**src/rtl/cdc_xfer_sched.sv**
```systemverilog
// cdc_xfer_sched
// Source-domain scheduler sharing one multi-bit CDC channel between NUM_REQ
// requesters. A granted word is driven on unsync_bus with bus_enable high for
// HOLD_CYCLES, then bus_enable low for GAP_CYCLES. The destination-side data
// synchronizer therefore sees exactly one enable rising edge per word.
//
// Ports:
//   clk        : single clock, rising edge
//   rst        : synchronous active-high reset
//   req        : level request per requester
//   req_data   : packed words, requester i at [i*BUS_WIDTH +: BUS_WIDTH]
//   ack        : one-cycle pulse, the requester's word has been captured
//   busy       : high while a transfer is in HOLD or GAP
//   grant_id   : index of the last granted requester
//   unsync_bus : registered word to the synchronizer
//   bus_enable : registered enable level to the synchronizer
//
// Optional build macro FIXED_PRIO_EN: lowest requester index always wins and
// the round-robin pointer is removed. Default build is round-robin.
module cdc_xfer_sched #(
    parameter int BUS_WIDTH   = 8,
    parameter int NUM_REQ     = 4,
    parameter int ID_WIDTH    = 2,
    parameter int HOLD_CYCLES = 4,
    parameter int GAP_CYCLES  = 4,
    parameter int CNT_WIDTH   = 4
) (
    input  logic                          clk,
    input  logic                          rst,
    input  logic [NUM_REQ-1:0]            req,
    input  logic [NUM_REQ*BUS_WIDTH-1:0]  req_data,
    output logic [NUM_REQ-1:0]            ack,
    output logic                          busy,
    output logic [ID_WIDTH-1:0]           grant_id,
    output logic [BUS_WIDTH-1:0]          unsync_bus,
    output logic                          bus_enable
);

    localparam int IW1 = ID_WIDTH + 1;

    typedef enum logic [1:0] {IDLE, HOLD, GAP} state_t;

    state_t                state;
    logic [CNT_WIDTH-1:0]  cnt;
    logic                  found;
    logic [ID_WIDTH-1:0]   winner;
    logic [IW1-1:0]        idx;
    logic [NUM_REQ-1:0]    req_sh;
    logic [BUS_WIDTH-1:0]  win_word;

`ifndef FIXED_PRIO_EN
    localparam logic [ID_WIDTH-1:0] LAST_ID = ID_WIDTH'(NUM_REQ - 1);

    // Requester index holding top priority for the next arbitration.
    logic [ID_WIDTH-1:0]   ptr;
`endif

    // Winner search: first requester with req high, scanning upward from the
    // priority pointer with wrap-around (or from index 0 in fixed priority).
    // idx carries one extra bit so the wrap works for non-power-of-2 NUM_REQ.
    always_comb begin
        found  = 1'b0;
        winner = '0;
        idx    = '0;
        req_sh = '0;
        for (int k = 0; k < NUM_REQ; k++) begin
`ifdef FIXED_PRIO_EN
            idx = IW1'(k);
`else
            idx = {1'b0, ptr} + IW1'(k);
            if (idx >= IW1'(NUM_REQ)) begin
                idx = idx - IW1'(NUM_REQ);
            end
`endif
            req_sh = req >> idx;
            if (!found && req_sh[0]) begin
                found  = 1'b1;
                winner = idx[ID_WIDTH-1:0];
            end
        end
    end

    always_comb begin
        win_word = '0;
        for (int i = 0; i < NUM_REQ; i++) begin
            if (winner == ID_WIDTH'(i)) begin
                win_word = req_data[i*BUS_WIDTH +: BUS_WIDTH];
            end
        end
    end

    // cnt holds the remaining cycles of the current phase minus one, so a
    // phase ends on the edge where cnt is already zero.
    always_ff @(posedge clk) begin
        if (rst) begin
            state      <= IDLE;
            cnt        <= '0;
            unsync_bus <= '0;
            bus_enable <= 1'b0;
            ack        <= '0;
            busy       <= 1'b0;
            grant_id   <= '0;
`ifndef FIXED_PRIO_EN
            ptr        <= '0;
`endif
        end else begin
            ack <= '0;
            case (state)
                IDLE: begin
                    if (found) begin
                        state      <= HOLD;
                        cnt        <= CNT_WIDTH'(HOLD_CYCLES - 1);
                        unsync_bus <= win_word;
                        bus_enable <= 1'b1;
                        busy       <= 1'b1;
                        grant_id   <= winner;
                        ack        <= NUM_REQ'(1) << winner;
`ifndef FIXED_PRIO_EN
                        ptr        <= (winner == LAST_ID) ? '0 : winner + 1'b1;
`endif
                    end
                end
                HOLD: begin
                    if (cnt == '0) begin
                        state      <= GAP;
                        cnt        <= CNT_WIDTH'(GAP_CYCLES - 1);
                        bus_enable <= 1'b0;
                    end else begin
                        cnt <= cnt - 1'b1;
                    end
                end
                GAP: begin
                    if (cnt == '0) begin
                        state <= IDLE;
                        busy  <= 1'b0;
                    end else begin
                        cnt <= cnt - 1'b1;
                    end
                end
                default: state <= IDLE;
            endcase
        end
    end

endmodule

```
**config.mk**
```make
export PLATFORM = sky130hd
export DESIGN_NAME = cdc_xfer_sched
export DESIGN_NICKNAME = d
export VERILOG_FILES = /design/src/rtl/cdc_xfer_sched.sv
export SDC_FILE = /design/constraint.sdc
export NUM_CORES = 1
export LEC_CHECK = 0
export ABC_AREA = 1
export CAP_MARGIN = 25
export CORE_UTILIZATION = 45
export CTS_BUF_LIST = sky130_fd_sc_hd__clkbuf_16
export CTS_CLUSTER_DIAMETER = 60
export DETAILED_ROUTE_END_ITERATION = 7
export PLACE_DENSITY_LB_ADDON = 0.2
export SLEW_MARGIN = 25
export SYNTH_ARGS = -nofsm -noshare
export SYNTH_HDL_FRONTEND = slang
export SYNTH_SLANG_ARGS = --single-unit
```
**constraint.sdc**
```tcl
create_clock -name clk -period 3.1 [get_ports clk]
set_input_delay 0.62 -clock clk [delete_from_list [all_inputs] [get_ports clk]]
set_output_delay 0.62 -clock clk [all_outputs]
set_load 0.02 [all_outputs]
```
==> results by group <==
Worst setup path
  – Buffers & Inverters on Critical Path: 3
  – Delay-heaviest family, CP: simple AND/OR/NAND/NOR gates
  – CP max stage delay: 420 ps
  – Setup CP Type: in2reg
  – WP data required: 3250 ps
  – Crit path cell chain: clkdlybuf4s50_1, inv_1, nand2_1, nand3_1, nand2_2, nor2_8, nand3_1, nand3_1, nand2_1, ha_2, buf_4, a21oi_1, nand2_1, o21ai_0, nand2_1, o21ai_0, nand2_1, nand2_1, nor2_1
  – Crit Path Max Fanout: 8
  – Crit path DAT: 2970 ps
  – Worst Setup End Kind: register
  – Top cell by count, worst path: nand2_1
  – Startpoint types: primary input
  – Critical-path top delay cell: clkdlybuf4s50_1

Flow run
  – Max cap viols: 0

Power and ir drop
  – Share of power burned in registers: 16.8%
  – Cell-internal power: 1554 uW
  – Comb power frac: 71.3%
  – PD cells: 1208 nW/um^2
  – LEAKAGE: 0.001195 uW
  – Total power: 3046 uW
  – Sw frac: 49.00%
  – NetSw: 1493 uW
  – Worst VDD drop: 0.7690 mV
  – Proportion of power drawn by the clock network: 11.9%

Logic synthesis
  – Mapped Cells: 266
  – Seq/Total Area, Yosys: 27.14%
  – Yosys warns: 0
  – Unique masters post-synth: 28
  – Syn Std Cell Area: 1770 sq um
  – Avg Inst Size Synth: 6.656 sq um
  – Syn nets: 314
  – Post-synthesis register bit count: 24

Floorplanning
  – Io pins: 54
  – Cell Rows: 22
  – Die height: 64.73 microns
  – Core Footprint: 3716 sq um
  – Initial Util: 47.64%
  – Die area: 4189 sq um
  – Die Span X: 64.73 microns

Global route
  – Vias in the first global route: 1599
  – GR Overflow Total: 0
  – Largest net degree at the start of global routing: 20
  – Tot GR Track Use: 20.36%
  – First-pass GRT wire length: 6831 microns
  – Initial antenna violation count: 0

CTS
  – Clock buffer depth: 2
  – Clk pin slew, worst setup/hold paths: 60 ps
  – Post-CTS Setup Inserts: 0
  – Clock sinks: 24
  – TritonCTS clock tree: yes
  – Clk_lat worst skew: 250 ps
  – Hold_buf cts: 0
  – CTS root buf: clkbuf_16
  – H-tree depth: 1
  – Num CTS Buffers: 3

Drt
  – Router iterations before antenna repair: 4
  – DR WL/cell: 10.95 microns
  – Vias after detailed routing: 1741
  – WL final: 4106 microns
  – # DRC: 0
  – Vias per cell: 4.643
  – Post-route ant nets: 0
  – Initial DRC count: 77

STA
  – Slew @ Worst Pin: 446.9 ps
  – Setup Total Neg Slack: 0 ps
  – Setup violators final: 0
  – Final Max Tran Viols: 0
  – Fin worst setup slack: 287.3 ps
  – Final Hold Fails: 0
  – Final worst path period need: 2813 ps
  – Final Skew: 1.580 ps
  – FMAX: 0.3555 GHz
  – Final Cycle Share: 90.73%
  – Rel. slew slack: 70.17%
  – RSZ-0062 raised after global routing: no

Final layout
  – Layout cells sized above 1: 15.29%
  – Layout Nets: 376
  – Commonest cells after routing, fill and taps aside: 87 x nand2_1, 53 x clkdlybuf4s50_1, 26 x inv_1
  – Finished Layout Cells: 375
  – # diodes: 0
  – Area growth syn-to-layout: 42.47%
  – Design Area, Final: 2522 sq um
  – Most common cell after layout, fill and taps aside: nand2_1

Placed design
  – Cell total after placement: 371
  – Port Buf Inserts: 53
  – Placement Setup Slack: -52.60 ps
  – GP Congestion: 0.8649
  – Post-DP HPWL: 3163 microns
  – DP Area: 2390 sq um

Worst hold path
  – Hold Path Class: reg2reg

Status
  – Outcome: complete, no violations
stage by stage:
stage | utilization (%) | hold slack (ps)
2_1_floorplan | - | 447.0
3_3_place_gp | 64.31 | 461.6
3_5_place_dp | 64.31 | 463.9
4_1_cts | 67.14 | 478.2
5_1_grt | 67.88 | 505.8
6_report | 67.88 | 477.6
cell type report:
cell class / count / area [sq um]
clock buffers: 3 / 75.07
clock inverters: 1 / 30.03
fillers: 329 / 1194
inverters: 31 / 131.4
multi-input cells: 205 / 1140
flip-flops and latches: 24 / 480.5
well taps: 48 / 60.06
repair buffers: 63 / 605.6
path summary, 6_finish.rpt:
path                                           from                          to  slack, ps  depth (start not counted)
worst max-delay path                         req[3]  unsync_bus[2]$_SDFFE_PP0N_        290                         19
worst min-delay path              busy$_SDFFE_PP0P_           busy$_SDFFE_PP0P_        480                          2
worst max register to register  ptr[0]$_SDFFE_PP0N_  unsync_bus[2]$_SDFFE_PP0N_        530                         20
worst min register to register    busy$_SDFFE_PP0P_           busy$_SDFFE_PP0P_        480                          2
sequential cells by signal (all words and copies together), names as in the netlist:
register and flops:
bus_enable 1, unsync_bus 8, busy 1, ack 4, state 2, cnt 4
grant_id 2, ptr 2
worst min-delay path, delay by kind of cell (launching register included):
kind | cells | cell delay (ps)
flops | 1 | 320
simple gates | 2 | 110
cells in the mapped netlist, drive strengths merged:
cell type | n | area share [%]
a211oi | 1 | 0.42
a21oi | 15 | 4.2
buf | 2 | 1.8
clkbuf | 4 | 0.85
dfxtp | 24 | 27
ha | 10 | 7.1
inv | 31 | 7.4
nand2 | 98 | 25
nand3 | 21 | 6.9
nand4 | 4 | 2.3
nor2 | 32 | 9.4
o211ai | 1 | 0.42
o21ai | 22 | 7.1
xnor2 | 1 | 0.49
per-layer routing:
metal	global-route usage [%]	vias up	routed length, microns
met5	0	-	0
met4	2.500	0	20
met3	3.169	2	89
met2	36.07	20	1928
met1	26.37	755	2068
li1	-	964	-
repair_timing:
action | in CTS | in global routing
endpoints found under the hold margin | 0 | 0
resized for setup | 0 | 7
endpoints found under the setup margin | 0 | 8
power by group through the flow:
stage,Sequential (uW),Combinational (uW),Clock (uW)
floorplan,602,1440,0
finish,510,2170,363
CTS,511,2090,371
detailed placement,517,2060,0
global route,522,2480,379
global placement,517,2050,0
logic make-up (layout without fill, tap and decap cells):
family	count (synthesis)	in the layout	synth area share (%)
simple gates	155	155	43.11
flops	24	24	27.14
compound gates	39	39	12.16
buf+inv	37	98	10.03
xor+xnor	1	1	0.4948
fa+ha+maj	10	10	7.067
(Power assumes the default switching activity.)
